**src/rtl/vu_pkg.sv**
```systemverilog
// Shared vector-unit definitions: lane geometry and the per-lane mask type
// used by the zero-flag, select and merge blocks.
package vu_pkg;

   localparam int VU_LANES  = 8;
   localparam int VU_LANE_W = 16;

   typedef logic [VU_LANES-1:0] lane_mask_t;

endpackage : vu_pkg

```
**src/rtl/vu_lane_zero.sv**
```systemverilog
// Single-lane zero detect: a WIDTH-bit NOR of the lane result.
module vu_lane_zero #(
   parameter int WIDTH = 16
) (
   input  logic [WIDTH-1:0] data,
   output logic             zero
);

   assign zero = ~|data;

endmodule : vu_lane_zero

```
**src/rtl/vu_zflag_stage.sv**
```systemverilog
// EX->WB registration of per-lane zero results and the VU zero-flag register,
// with a WB bypass so a flag-writing instruction is visible one cycle early.
module vu_zflag_stage
   import vu_pkg::*;
#(
   parameter int LANES = VU_LANES,
   parameter int WIDTH = VU_LANE_W
) (
   input  logic                   clk,
   input  logic                   reset_l,
   input  logic                   su_stall,
   input  logic                   ex_valid,
   input  logic                   ex_kill,
   input  logic                   ex_zf_we,
   input  logic [LANES-1:0]       ex_elem_mask,
   input  logic [LANES*WIDTH-1:0] ex_data,
   input  logic                   su_zf_we,
   input  logic [LANES-1:0]       su_zf_wdata,
   output logic                   wb_valid,
   output logic [LANES-1:0]       zf_flags,
   output logic                   zf_any,
   output logic                   zf_all
);

   logic [LANES-1:0] lane_z;
   logic [LANES-1:0] wb_mask;
   logic [LANES-1:0] wb_zero;
   logic [LANES-1:0] flag_q;
   logic [LANES-1:0] wb_merge;

   for (genvar n = 0; n < LANES; n++) begin : g_lane
      vu_lane_zero #(.WIDTH(WIDTH)) u_zero (
         .data (ex_data[n*WIDTH +: WIDTH]),
         .zero (lane_z[n])
      );
   end

   // Only the selected lanes of the WB instruction replace the stored flags.
   assign wb_merge = (flag_q & ~wb_mask) | (wb_zero & wb_mask);

   // A stall freezes everything, including the kill: EX re-presents it later.
   // An SU write in the same cycle as a WB update wins and the WB update drops.
   always_ff @(posedge clk) begin
      if (!reset_l) begin
         wb_valid <= 1'b0;
         wb_mask  <= '0;
         wb_zero  <= '0;
         flag_q   <= '0;
      end else if (!su_stall) begin
         wb_valid <= ex_valid & ex_zf_we & ~ex_kill;
         wb_mask  <= ex_elem_mask;
         wb_zero  <= lane_z;
         if (su_zf_we) begin
            flag_q <= su_zf_wdata;
         end else if (wb_valid) begin
            flag_q <= wb_merge;
         end
      end
   end

   assign zf_flags = wb_valid ? wb_merge : flag_q;
   assign zf_any   = |zf_flags;
   assign zf_all   = &zf_flags;

endmodule : vu_zflag_stage
```
**config.mk**
```make
export PLATFORM = sky130hd
export DESIGN_NAME = vu_zflag_stage
export DESIGN_NICKNAME = d
export VERILOG_FILES = /design/src/rtl/vu_pkg.sv /design/src/rtl/vu_lane_zero.sv /design/src/rtl/vu_zflag_stage.sv
export SDC_FILE = /design/constraint.sdc
export NUM_CORES = 1
export LEC_CHECK = 0
export BUFFER_PORTS_ARGS = -buffer_cell sky130_fd_sc_hd__buf_2
export CAP_MARGIN = 40
export CORE_MARGIN = 5
export CORE_UTILIZATION = 38
export DETAILED_ROUTE_END_ITERATION = 8
export GPL_TIMING_DRIVEN = 0
export PLACE_DENSITY = 0.86
export SLEW_MARGIN = 10
export SYNTH_ARGS = -nofsm -noshare
export SYNTH_HDL_FRONTEND = slang
export SYNTH_SLANG_ARGS = --single-unit
```
**constraint.sdc**
```tcl
create_clock -name clk -period 4.39 [get_ports clk]
set_clock_uncertainty 0.05 [all_clocks]
set_input_delay 1.317 -clock clk [delete_from_list [all_inputs] [get_ports clk]]
set_output_delay 1.317 -clock clk [all_outputs]
set_load 0.01 [all_outputs]
```
==> summary.txt <==
Setup path
  – Capture point of the worst reg-to-reg path: flag_q[6]
  – Crit path top cell by count: buf_2
  – Slowest stage delay, CP: 0.45 ns
  – WS Path Type: reg2out
  – Critical Path Start Type: flop
  – Bufs and invs on worst path: 2
  – Reg2reg setup slack: 3.09 ns
  – Required @ worst endpoint: 3.02 ns
  – RR Startpoint: wb_valid
  – Worst-path cell chain: buf_2, a21boi_1, nor4_1, nand4_1, buf_2
  – Worst Setup End Kind: output pin
  – Worst r2r path cells: 3
  – Top Family by Delay on Critical Path: flip-flops
  – CP Max Fanout: 10
  – Critical Path AT: 1.72 ns
  – Max stage delay cell, worst path: dfxtp_1

Global route
  – GR Overflow Total: 0
  – Largest net degree at the start of global routing: 14
  – First-pass GRT wire length: 9252 um
  – Initial antenna violation count: 0
  – Vias in the first global route: 2,175
  – GRT Overall Usage: 20.96%

Floorplan
  – Rows: 23
  – DIE HEIGHT: 74.39 um
  – Core footprint: 0.004000 mm2
  – Chip width: 74.39 um
  – Die area: 0.005533 mm2
  – # IOs: 162
  – Initial core utilization: 39.38%

Clock network
  – Post-CTS sizing: 0
  – Post-CTS setup buffers: 0
  – Root buf cell: clkbuf_8
  – Num CTS Buffers: 3
  – Clock Latency Late Sink: 0.26 ns
  – Max clock buf depth: 2
  – Num Clock Sinks: 25
  – Worst-path clk slew: 0.08 ns
  – CTS Hold Buffers Added: 0
  – H-tree levels: 1
  – CTS tree: built

Finish
  – Non-Filler Instances: 401
  – Layout cells sized above 1: 53.28%
  – Area delta synth->final: 57.35%
  – Final antenna diode count: 0
  – Layout Nets: 503

Timing
  – PnR worst setup slack: 1.305 ns
  – Fin crit share: 70.28%
  – Max Freq: 324.1 MHz
  – Setup violations, final: 0
  – Worst-Margin Slew: 0.4499 ns
  – Normalized max-slew margin: 70.01%
  – Final Hold Viols: 0
  – Final hold slack: 0.4757 ns
  – Tmin final: 3.085 ns
  – RSZ-0062 raised after global routing: false
  – Max-slew violations: 0
  – Setup Total Neg Slack: 0 ns

Synth
  – Ys async rst share: 0%
  – Syn Std Cell Area: 0.001575 mm2
  – Synth top area share: 31.77%
  – Ys Warns: 0
  – Most used flip-flop cell after synthesis: dfxtp_1
  – Post-synth top cells: 36 x nor4_1, 25 x dfxtp_1, 16 x and3_1, 16 x nor2_1, 10 x nor2b_1
  – Synth top area cells: dfxtp_1 32%, nor4_1 14%, and3_1 6.4%
  – Cell taking the most area after synthesis: dfxtp_1
  – #FFs+latches synth: 25
  – Post-Synthesis Cells: 188
  – EDFF count, synth: 0
  – Synthesized area per cell: 8.379 um2
  – Count leader, synth: nor4_1
  – Syn_nets: 339
  – Seq/Total Area, Yosys: 31.77%
  – Synth unique cells: 22

Placement
  – # placed instances: 397
  – Setup WS pre-CTS: 1.602 ns
  – HPWL after DPL: 5186 um
  – Buffers added on ports: 159
  – Gp weighted congestion: 0.8867

Min path
  – Min-delay worst type: reg2reg
  – HP Start: wb_zero[4]
  – Hold Crit Depth: 1
  – Hold path endpoint: wb_zero[4]

Route
  – Vias per inst: 5.299
  – Wire per inst: 14.77 um
  – Final WL: 5921 um
  – DRC violations left: 0
  – Iteration-0 DRC Markers: 174
  – Drt first pass iters: 4
  – ANT nets after route: 0
  – Vias: 2,125

Power and ir drop
  – Leakage Power: 1.309 nW
  – Peak supply drop: 0.0001172 V
  – Power density over cell area: 206.7 mW/mm2

Run
  – Max-cap violations: 0

Outcome
  – Run status: finished, final reports clean
-- per-layer routing --
| layer | up-vias | routed length, um | global-route usage (%) |
|---|---|---|---|
| met5 | - | 0 | 0 |
| met4 | 0 | 102 | 5.929 |
| met3 | 8 | 443 | 3.919 |
| met2 | 92 | 2988 | 36.88 |
| met1 | 948 | 2387 | 26.03 |
| li1 | 1077 | - | - |
-- cell type report --
cell class	count	area (um2)
Buffer	12	61.31
Clock buffer	4	45.04
Fill cell	354	1521
Inverter	8	30.03
Multi-Input combinational cell	143	983.4
Sequential cell	25	500.5
Tap cell	50	62.56
Timing Repair Buffer	159	795.8
-- cell families after synthesis --
family	count (synthesis)	share of synthesized area, %
flip-flops	25	31.77
buffers and inverters	20	5.798
AO/OA/AOI/OAI	45	23.51
AND/OR/NAND/NOR	90	33.84
multiplexers	8	5.084
-- worst max-delay path by stage --
stage | cells past startpoint | end | slack (ns) | from
global placement | 5 | zf_any | 1.60 | wb_valid
finish | 5 | zf_any | 1.30 | wb_valid
detailed placement | 5 | zf_any | 1.60 | wb_valid
floorplan | 4 | zf_all | 1.82 | wb_valid
CTS | 5 | zf_any | 1.31 | wb_valid
global route | 5 | zf_any | 1.17 | wb_valid
-- flip-flops by register name, summed over array words and instances, names as in the netlist --
name      flops
wb_valid      1
wb_zero       8
flag_q        8
wb_mask       8
-- stage by stage --
| step | utilization [%] | instance area (um2) | total power [mW] |
|---|---|---|---|
| 2_1_floorplan | - | 1575 | 0.3022 |
| 3_3_place_gp | 60.84 | 2434 | 0.3811 |
| 3_5_place_dp | 60.84 | 2434 | 0.3852 |
| 4_1_cts | 61.96 | 2479 | 0.5152 |
| 5_1_grt | 61.96 | 2479 | 0.5408 |
| 6_report | 61.96 | 2479 | 0.5123 |
-- power breakdown --
| group | total [mW] | switching [mW] | leakage (nW) | internal [mW] |
|---|---|---|---|---|
| logic | 0.136 | 0.0563 | 1.08 | 0.0794 |
| registers | 0.244 | 0.00816 | 0.205 | 0.236 |
| clock network | 0.132 | 0.0677 | 0.0228 | 0.0647 |
-- cell usage in the layout, fill, tap and decap left out, types with 2 or more instances in the layout --
cell,instances
a21boi_1,6
and3_1,16
o22ai_1,4
dfxtp_1,25
a21boi_0,2
or2_2,8
a21oi_1,9
o221a_2,8
nor4_1,36
clkbuf_1,5
mux2i_1,8
nor2b_1,10
nor2_1,16
a32oi_1,8
clkbuf_8,3
a32o_1,8
buf_2,166
inv_1,8
No activity file was read; power rests on OpenSTA's default activity.
